**src/rtl/div_sequencer_if.sv**
```systemverilog
// Divide request/response bundle between the execute stage and div_sequencer.
//   master : execute stage (drives request, cancel; observes stall/done/result)
//   slave  : div_sequencer
//   div_valid/div_op/div_src1/div_src2/div_cancel : request side
//   div_stall/div_done/div_result/div_busy        : response side
interface div_sequencer_if #(
  parameter int unsigned DIV_W = 32
);
  logic             div_valid;
  logic [1:0]       div_op;
  logic [DIV_W-1:0] div_src1;
  logic [DIV_W-1:0] div_src2;
  logic             div_cancel;
  logic             div_stall;
  logic             div_done;
  logic [DIV_W-1:0] div_result;
  logic             div_busy;

  modport master (
    output div_valid, div_op, div_src1, div_src2, div_cancel,
    input  div_stall, div_done, div_result, div_busy
  );

  modport slave (
    input  div_valid, div_op, div_src1, div_src2, div_cancel,
    output div_stall, div_done, div_result, div_busy
  );
endinterface

```
**src/rtl/div_sequencer.sv**
```systemverilog
// Multi-cycle radix-2 restoring divider for DIV.W/DIV.WU/MOD.W/MOD.WU.
// Fixed latency: accept in IDLE, DIV_W BUSY steps, one DONE cycle.
//   clk     : clock, rising edge
//   resetn  : synchronous active-low reset
//   bus     : div_sequencer_if.slave
//     div_op[1] 1=remainder 0=quotient, div_op[0] 1=unsigned 0=signed
//     div_stall  = div_valid & ~div_done & ~div_cancel (combinational)
//     div_done   one-cycle pulse, div_result valid with it
//     div_result held until the next completion
//     div_busy   high while in BUSY
module div_sequencer #(
  parameter int unsigned DIV_W = 32
) (
  input logic          clk,
  input logic          resetn,
  div_sequencer_if.slave bus
);
  localparam int unsigned CW = $clog2(DIV_W);

  typedef enum logic [1:0] {
    IDLE = 2'd0,
    BUSY = 2'd1,
    DONE = 2'd2
  } state_t;

  state_t           state;
  logic [CW-1:0]    cnt;
  logic             op_mod;
  logic             q_neg;
  logic             r_neg;
  logic             dz;
  logic [DIV_W-1:0] src1_raw;
  logic [DIV_W-1:0] divisor;
  logic [DIV_W-1:0] rem;
  logic [DIV_W-1:0] quo;
  logic             done;
  logic             busy;
  logic [DIV_W-1:0] result;

  logic             is_signed;
  logic [DIV_W-1:0] abs1;
  logic [DIV_W-1:0] abs2;
  logic [DIV_W:0]   rem_sh;
  logic [DIV_W-1:0] step_rem;
  logic [DIV_W-1:0] step_quo;
  logic [DIV_W-1:0] fix_quo;
  logic [DIV_W-1:0] fix_rem;
  logic [DIV_W-1:0] final_val;

  always_comb begin
    is_signed = ~bus.div_op[0];
    abs1 = (is_signed && bus.div_src1[DIV_W-1]) ? -bus.div_src1 : bus.div_src1;
    abs2 = (is_signed && bus.div_src2[DIV_W-1]) ? -bus.div_src2 : bus.div_src2;

    // Shifted remainder needs DIV_W+1 bits; the trial test is an unsigned
    // compare, and when it passes the true difference is below the divisor,
    // so a DIV_W-bit subtract gives the exact new remainder.
    rem_sh = {rem, quo[DIV_W-1]};
    if (rem_sh >= {1'b0, divisor}) begin
      step_rem = rem_sh[DIV_W-1:0] - divisor;
      step_quo = {quo[DIV_W-2:0], 1'b1};
    end else begin
      step_rem = rem_sh[DIV_W-1:0];
      step_quo = {quo[DIV_W-2:0], 1'b0};
    end

    fix_quo = q_neg ? -step_quo : step_quo;
    fix_rem = r_neg ? -step_rem : step_rem;
    if (dz)
      final_val = op_mod ? src1_raw : '1;
    else
      final_val = op_mod ? fix_rem : fix_quo;
  end

  always_ff @(posedge clk) begin
    if (!resetn) begin
      state    <= IDLE;
      cnt      <= '0;
      op_mod   <= 1'b0;
      q_neg    <= 1'b0;
      r_neg    <= 1'b0;
      dz       <= 1'b0;
      src1_raw <= '0;
      divisor  <= '0;
      rem      <= '0;
      quo      <= '0;
      done     <= 1'b0;
      busy     <= 1'b0;
      result   <= '0;
    end else begin
      done <= 1'b0;
      if (bus.div_cancel) begin
        state <= IDLE;
        busy  <= 1'b0;
      end else begin
        case (state)
          IDLE: begin
            if (bus.div_valid) begin
              op_mod   <= bus.div_op[1];
              q_neg    <= is_signed & (bus.div_src1[DIV_W-1] ^ bus.div_src2[DIV_W-1]);
              r_neg    <= is_signed & bus.div_src1[DIV_W-1];
              dz       <= (bus.div_src2 == '0);
              src1_raw <= bus.div_src1;
              divisor  <= abs2;
              quo      <= abs1;
              rem      <= '0;
              cnt      <= '0;
              state    <= BUSY;
              busy     <= 1'b1;
            end
          end
          BUSY: begin
            if (!bus.div_valid) begin
              state <= IDLE;
              busy  <= 1'b0;
            end else begin
              rem <= step_rem;
              quo <= step_quo;
              cnt <= cnt + 1'b1;
              if (cnt == CW'(DIV_W - 1)) begin
                state  <= DONE;
                busy   <= 1'b0;
                done   <= 1'b1;
                result <= final_val;
              end
            end
          end
          DONE: begin
            state <= IDLE;
          end
          default: begin
            state <= IDLE;
            busy  <= 1'b0;
          end
        endcase
      end
    end
  end

  assign bus.div_stall  = bus.div_valid & ~done & ~bus.div_cancel;
  assign bus.div_done   = done;
  assign bus.div_result = result;
  assign bus.div_busy   = busy;
endmodule

```
**src/flat_wrapper.sv**
```systemverilog
// flat-port wrapper written by rule: the top's interface ports become plain ports
module div_sequencer_flat 
#(
  parameter int unsigned DIV_W = 32
)
  (clk, resetn, bus_div_valid, bus_div_op, bus_div_src1, bus_div_src2, bus_div_cancel, bus_div_stall, bus_div_done, bus_div_result, bus_div_busy);
  div_sequencer_if #(.DIV_W(DIV_W)) bus_i ();
  input logic clk;
  input logic resetn;
  input wire logic [$bits(bus_i.div_valid)-1:0] bus_div_valid;
  input wire logic [$bits(bus_i.div_op)-1:0] bus_div_op;
  input wire logic [$bits(bus_i.div_src1)-1:0] bus_div_src1;
  input wire logic [$bits(bus_i.div_src2)-1:0] bus_div_src2;
  input wire logic [$bits(bus_i.div_cancel)-1:0] bus_div_cancel;
  output wire logic [$bits(bus_i.div_stall)-1:0] bus_div_stall;
  output wire logic [$bits(bus_i.div_done)-1:0] bus_div_done;
  output wire logic [$bits(bus_i.div_result)-1:0] bus_div_result;
  output wire logic [$bits(bus_i.div_busy)-1:0] bus_div_busy;
  assign bus_i.div_valid = bus_div_valid;
  assign bus_i.div_op = bus_div_op;
  assign bus_i.div_src1 = bus_div_src1;
  assign bus_i.div_src2 = bus_div_src2;
  assign bus_i.div_cancel = bus_div_cancel;
  assign bus_div_stall = bus_i.div_stall;
  assign bus_div_done = bus_i.div_done;
  assign bus_div_result = bus_i.div_result;
  assign bus_div_busy = bus_i.div_busy;
  div_sequencer #(.DIV_W(DIV_W)) u_core (.clk(clk), .resetn(resetn), .bus(bus_i));
endmodule
```
**config.mk**
```make
export PLATFORM = sky130hd
export DESIGN_NAME = div_sequencer_flat
export DESIGN_NICKNAME = d
export VERILOG_FILES = /design/src/rtl/div_sequencer_if.sv /design/src/rtl/div_sequencer.sv /design/src/flat_wrapper.sv
export SDC_FILE = /design/constraint.sdc
export NUM_CORES = 1
export LEC_CHECK = 0
export ABC_CLOCK_PERIOD_IN_PS = 12070
export BUFFER_PORTS_ARGS = -buffer_cell sky130_fd_sc_hd__buf_2
export CORE_MARGIN = 2
export CORE_UTILIZATION = 55
export CTS_CLUSTER_DIAMETER = 80
export DETAILED_ROUTE_END_ITERATION = 6
export PLACE_DENSITY = 0.71
export SYNTH_ARGS = -nofsm -noshare
export SYNTH_HDL_FRONTEND = slang
export SYNTH_SLANG_ARGS = --single-unit
```
**constraint.sdc**
```tcl
create_clock -name clk -period 12.07 [get_ports clk]
set_input_delay 0.6035 -clock clk [delete_from_list [all_inputs] [get_ports clk]]
set_output_delay 0.6035 -clock clk [all_outputs]
set_load 0.05 [all_outputs]
```
# Word level (Yosys, flattened, before mapping)
# Index checks and enable logic that the tools add are counted.
classes:
  add_sub_neg: 6
  order_cmp: 1
  n_eq_ne: 6
  n_mux: 27
  n_bitwise: 12
  reduce_logical: 12
ops:
  columns: ["op", "count"]
  rows:
  - ["$mux 32", 12]
  - ["$neg 32->32", 4]
  - ["$pmux 32 s2", 2]
  - ["$ge 33x32->1", 1]
  - ["$logic_not 32->1", 1]
  - ["$sub 32x32->32", 1]
  - ["$mux 5", 2]
  - ["$pmux 5 s2", 1]
  - ["$reduce_and 4->1", 2]
  - ["$not 1->1", 7]
  - ["$mux 2", 3]
  - ["$reduce_and 3->1", 2]
  - ["$add 5x1->5 const B", 1]
  - ["$eq 5x5->1 const B", 1]
  - ["$mux 1", 5]
  - ["$and 1x1->1", 4]
  - ["$ne 2x2->1 const B", 2]
  - ["$pmux 2 s2", 1]
  - ["$reduce_or 4->1", 1]
  - ["$ne 3x2->1 const B", 1]
  - ["$pmux 1 s3", 1]
  - ["$eq 2x1->1 const B", 1]
  - ["$eq 2x2->1 const B", 1]
  - ["$logic_and 1x1->1", 2]
  - ["5 further kinds", 5]
word_totals:
  ff_bits: 173
  in_bits: 70
  output_inout_bits: 35
  elab_cells: 77

# Logic depth before layout (Yosys ltp)
depth:
  depth_word: 6
  depth_mapped: 22

# Least setup slack after synthesis
# Ideal clock, no wire load.
synth_timing:
  kind: "register to register"
  from: "reg u_core.divisor[14]"
  to: "reg u_core.result[26] (netlist: u_core.bus.div_result[26])"
  arrival_time_ns: 4.377
  slack_ns: 7.598
  path_stages_with_launch: 22
  path_buffers: 3
  period_less_slack_ns: 4.472
  path_cell_list: "dfxtp_1 -> inv_1 -> ha_1 -> buf_2 -> nand4_1 -> nor3_2 -> o211ai_1 -> a311o_1 -> nand2_4 -> buf_6 -> clkbuf_1 -> a21oi_1 -> inv_1 -> ha_1 -> o2111ai_1 -> nor4_1 -> mux2_2 -> o211ai_2 -> or4_1 -> o21ai_1 -> xnor2_1 -> o41ai_2"
synth_between:
  elab_chain_len: 6
  elab_cells_between_ends: 10
synth_lines:
  columns: ["item", "line_no", "rtl"]
  rows:
  - ["start, declared", "div_sequencer.sv:33", "logic [DIV_W-1:0] divisor;"]
  - ["start signal, assigned", "div_sequencer.sv:104", "divisor <= abs2;"]
  - ["$sub 32x32->32 / $ge 33x32->1 (equally long branches)", "div_sequencer.sv:60, div_sequencer.sv:59", null]
  - ["$mux 32 / $mux 1 (equally long branches)", "div_sequencer.sv:59", "if (rem_sh >= {1'b0, divisor}) begin"]
  - ["$neg 32->32, on equally long branches", "div_sequencer.sv:68, div_sequencer.sv:67", null]
  - ["$mux 32, on equally long branches", "div_sequencer.sv:68, div_sequencer.sv:67", null]
  - ["$mux 32 *", "div_sequencer.sv:72", "final_val = op_mod ? fix_rem : fix_quo;"]
  - ["$mux 32 *", "div_sequencer.sv:69", "if (dz)"]
  - ["end signal, assigned", "div_sequencer.sv:124", "result <= final_val;"]
  - ["end, declared", "div_sequencer.sv:38", "logic [DIV_W-1:0] result;"]
# Every way passes the cells marked *; elsewhere a longest branch is shown, timed or not.
# A chain may end at the register's enable or synchronous reset.

# Worst setup path in the final report
layout_timing:
  from: "reg u_core.rem[21]"
  to: "reg u_core.result[28] (netlist: u_core.bus.div_result[28])"
layout_between:
  elab_chain_len: 6
  elab_cells_between_ends: 10
layout_lines:
  columns: ["item", "line_no", "rtl"]
  rows:
  - ["start, declared", "div_sequencer.sv:34", "logic [DIV_W-1:0] rem;"]
  - ["start signal, assigned", "div_sequencer.sv:117", "rem <= step_rem;"]
  - ["$sub 32x32->32 / $ge 33x32->1 (equally long branches)", "div_sequencer.sv:60, div_sequencer.sv:59", null]
  - ["$mux 32 / $mux 1 (equally long branches)", "div_sequencer.sv:59", null]
  - ["$neg 32->32, on equally long branches", "div_sequencer.sv:68, div_sequencer.sv:67", null]
  - ["$mux 32, on equally long branches", "div_sequencer.sv:68, div_sequencer.sv:67", null]
  - ["$mux 32 *", "div_sequencer.sv:72", null]
  - ["$mux 32 *", "div_sequencer.sv:69", null]
# Marked as above.

==> impl_results.rst <==
.. list-table::
   :header-rows: 1

   * - Metric
     - Value
   * - Area of the die
     - 24,800 µm²
   * - Netlist cell types
     - 87
   * - Portion of synthesized cell area occupied by the leading cell type
     - 26.7%
   * - Number of cells on the worst hold path
     - 3
   * - Length in cells of the worst reg-to-reg path
     - 18
   * - Placer congestion estimate
     - 0.978
   * - Detailed-route vias per instance
     - 6.22
   * - Synth Area in Compound Gates
     - 28.9%
   * - Result of the run
     - finished, final reports clean
   * - Antenna fix cells
     - 0
   * - Layout cells sized above 1
     - 10.3%
   * - Core Footprint
     - 23,300 µm²
   * - Maximum level of the CTS H-tree
     - 4
   * - Buffer levels on the longest clock path
     - 2
   * - Vias in the first global route
     - 12,000
   * - Yosys top cell by area
     - dfxtp_1
   * - Power per Cell Area
     - 107 nW/µm²
   * - Fill cell total of the finished layout
     - 2,236
   * - Combinational family with the most area after synthesis
     - compound AO/OA/AOI/OAI gates
   * - Setup total negative slack
     - 0 ns
   * - Top fanout value on the critical path
     - 46
   * - TritonCTS sink count
     - 173
   * - Number of pins with negative max-slew slack in the final report
     - 0
   * - Clock root buffer
     - clkbuf_16
   * - Headroom to the max-slew limit
     - 29.4%
   * - Leakage power figure
     - 5.76 nW
   * - Via Count
     - 13,000
   * - Most frequent cells in the layout
     - nand2_1, dfxtp_1, a21oi_1
   * - Top-Level Pins
     - 105
   * - Count of buffers from port buffering
     - 104
   * - Height of the die
     - 158 µm
   * - Number of gates resized after CTS
     - 0
   * - Clock transition at the registers of the reported paths
     - 0.07 ns
   * - Portion of netlist area occupied by mux cells
     - 2.04%
   * - Clock skew after layout
     - 0.0156 ns
   * - Flop and latch count out of synthesis
     - 173
   * - Buf+Inv Stages, Crit Path
     - 1
   * - Power share of the clock group
     - 37.1%
   * - Layout overhead on the synthesized area
     - 8.65%
   * - Highest Clock Rate
     - 187 MHz
   * - Standard-cell rows
     - 56
   * - CP delay by family, top
     - compound AO/OA/AOI/OAI gates
   * - Wire length per cell after detailed routing
     - 18.5 µm
   * - CTS tree
     - yes
   * - Switching pwr
     - 0.494 mW
   * - Worst VDD drop
     - 0.0712 mV
   * - Xor-xnor portion of the synthesized cell area
     - 7.83%
   * - Yosys warns
     - 0
   * - First-pass detailed-route iteration total
     - 5
   * - Async set or reset register ratio after synthesis
     - 0%
   * - Share of synthesized area occupied by flip-flops and latches
     - 26.7%
   * - Post-route clock period utilization
     - 44.4%
   * - Placed Cells
     - 2,060
   * - Skew-Pair Late Insertion Delay
     - 0.45 ns
   * - Count of endpoints failing hold in the final timing report
     - 0
   * - Slowest library cell on the worst path
     - or3_1
   * - Unrepaired setup endpoints after global routing
     - no
   * - Cells along the critical path
     - ha_1 -> a21oi_1 -> o21ai_1 -> o21bai_1 -> a211oi_4 -> nand2_4 -> inv_4 -> ha_1 -> nand4_1 -> nor3_1 -> nand3_1 -> or3_1 -> o31ai_2 -> xnor2_1 -> a21oi_1 -> o31ai_1 -> a41oi_1 -> a22o_1
   * - Total gr overflow
     - 0
   * - Number of maximum-capacitance violations
     - 0
   * - Share of synthesized cell area in and, or, nand and nor gates
     - 24.4%
   * - Internal power
     - 1.01 mW
   * - HPWL reported at the end of detailed placement
     - 28,200 µm
   * - Final setup vio count
     - 0
   * - Largest cells by area after synthesis
     - dfxtp_1, nand2_1, xnor2_1
   * - Number of nets in the final layout
     - 1,869
   * - Sw frac
     - 32.8%
   * - Commonest non-fill, non-tap cell in the layout
     - nand2_1
   * - CP required
     - 12.40 ns
   * - Worst Hold Class
     - input port to flip-flop
   * - CP Depth
     - 18
   * - Cell count after synthesis
     - 1,743
   * - Wire length of the first global-routing pass
     - 61,900 µm
   * - 1st-iter DRT viols
     - 1,117
   * - Initial standard-cell utilization of the core
     - 55.6%
   * - Routed wire length
     - 38,600 µm
   * - Top_reg_cell synth
     - dfxtp_1
   * - Synth Cell Area
     - 13,000 µm²
   * - Synthesized area per cell
     - 7.44 µm²
   * - Worst Max-Slew Pin Slew
     - 1.06 ns
   * - Part of the total power dissipated in combinational logic
     - 22.7%
   * - Post-synthesis share of cell area spent on full adders, half adders and majority gates
     - 3.82%
   * - Global-route usage over all layers
     - 31.4%
   * - Startpoint class of the critical path
     - flip-flop
   * - Post-synth EDFFs
     - 0
   * - Minimum clock period
     - 5.36 ns
   * - Flop pwr share
     - 40.1%
   * - X dimension of the die
     - 158 µm
   * - Nets in the synthesized netlist
     - 1,852
   * - Critical Path Sink Type
     - flip-flop
   * - Initial antenna violation count
     - 0
   * - ANT nets after route
     - 0
   * - Number of buffers inserted for hold repair after clock tree synthesis
     - 0
   * - Largest net degree at the start of global routing
     - 98
   * - Non-filler instance count after layout
     - 2,092
   * - Number of buffers added by the clock tree synthesis step
     - 17
   * - Buffers inserted during post-CTS setup optimization
     - 0
   * - Crit path DAT
     - 5.69 ns
   * - DRC violations left
     - 0
   * - CP Class
     - flip-flop to flip-flop
   * - Largest stage delay, worst path
     - 0.55 ns
[stage by stage]
step	total power [mW]	hold slack (ns)	util [%]	worst slack [ns]	area, µm²
global route	1.57	0.435	60.4	6.27	14100
global placement	0.949	0.420	57.9	7.02	13500
CTS	1.51	0.398	60.4	6.84	14100
detailed placement	0.954	0.442	57.9	6.88	13500
floorplan	0.862	0.443	-	7.60	13000
finish	1.51	0.406	60.4	6.71	14100
[kinds of logic after synthesis]
family / Yosys count
flip-flops: 173
buffers and inverters: 208
XOR/XNOR: 116
AO/OA/AOI/OAI: 541
AND/OR/NAND/NOR: 640
adder cells (fa/ha/maj): 39
multiplexers: 26
[worst paths after layout]
path                             start                        end  slack [ns]
max                     u_core.rem[21]  u_core.bus.div_result[28]        6.71
min reg2reg  u_core.bus.div_result[27]  u_core.bus.div_result[27]        0.45
min                      bus_div_op[1]              u_core.op_mod        0.41
max reg2reg             u_core.rem[21]  u_core.bus.div_result[28]        6.71
[area by class of cell]
type                            instances  area, µm²  share of cell area [%]
Sequential cell                       173       3460                    24.6
Tap cell                              319        399                    2.83
Clock inverter                         13        128                   0.906
Timing Repair Buffer                  115        606                    4.30
Clock buffer                           19        453                    3.21
Inverter                               91        344                    2.44
Multi-Input combinational cell       1362       8700                    61.7
[layer usage]
metal / share of wire [%] / vias up / wire (µm) / track usage [%]
met5: 0 / - / 0 / 0
met4: 3.0 / 0 / 1150 / 11.6
met3: 5.2 / 77 / 2000 / 4.05
met2: 47 / 391 / 18300 / 52.5
met1: 44 / 6232 / 17100 / 41.3
li1: - / 6321 / - / -
[cell usage after synthesis, types with 6 or more instances]
library cell / count
o21ai_0: 107
o21ai_1: 6
nor2_1: 86
nand2_1: 251
and2_1: 36
a21o_1: 13
a22oi_1: 17
o41ai_1: 7
xor2_1: 33
xnor2_1: 83
o21a_1: 13
a211oi_1: 8
nor3_1: 45
o22ai_1: 8
o31ai_1: 19
a31oi_1: 19
or3_1: 21
a21oi_1: 123
ha_1: 38
and4_1: 6
buf_2: 15
nor4_1: 21
nand3_1: 35
a221oi_1: 37
buf_1: 6
dfxtp_1: 173
nor2b_1: 55
o211a_1: 33
mux2i_1: 23
clkbuf_1: 94
nand4_1: 22
inv_1: 88
nand2b_1: 14
o221ai_1: 13
a21boi_0: 42
o211ai_1: 19
and3_1: 9
or4_1: 10
[worst reg2reg max path, cell delays in order (launching register included)]
cell and delay, ns:
dfxtp_1 0.36, ha_1 0.47, a21oi_1 0.31, o21ai_1 0.22, o21bai_1 0.27, a211oi_4 0.39, nand2_4 0.38, inv_4 0.51
ha_1 0.29, nand4_1 0.15, nor3_1 0.16, nand3_1 0.34, or3_1 0.55, o31ai_2 0.23, xnor2_1 0.14, a21oi_1 0.08
o31ai_1 0.09, a41oi_1 0.08, a22o_1 0.23
[state kept, by name, indices dropped and copies added, names as in the netlist]
signal	cells
u_core.r_neg	1
u_core.q_neg	1
u_core.op_mod	1
u_core.src1_raw	32
u_core.state	2
u_core.rem	32
u_core.bus.div_busy	1
u_core.quo	32
u_core.bus.div_done	1
u_core.bus.div_result	32
u_core.cnt	5
u_core.divisor	32
u_core.dz	1
[power groups by stage]
| stage | combinational [mW] | clock, mW | sequential (mW) |
|---|---|---|---|
| finish | 0.343 | 0.559 | 0.605 |
| global route | 0.379 | 0.587 | 0.607 |
| floorplan | 0.249 | 0 | 0.614 |
| detailed placement | 0.336 | 0 | 0.618 |
| global placement | 0.331 | 0 | 0.618 |
| CTS | 0.338 | 0.566 | 0.605 |
Note: power is estimated with default switching activity, not from simulation.
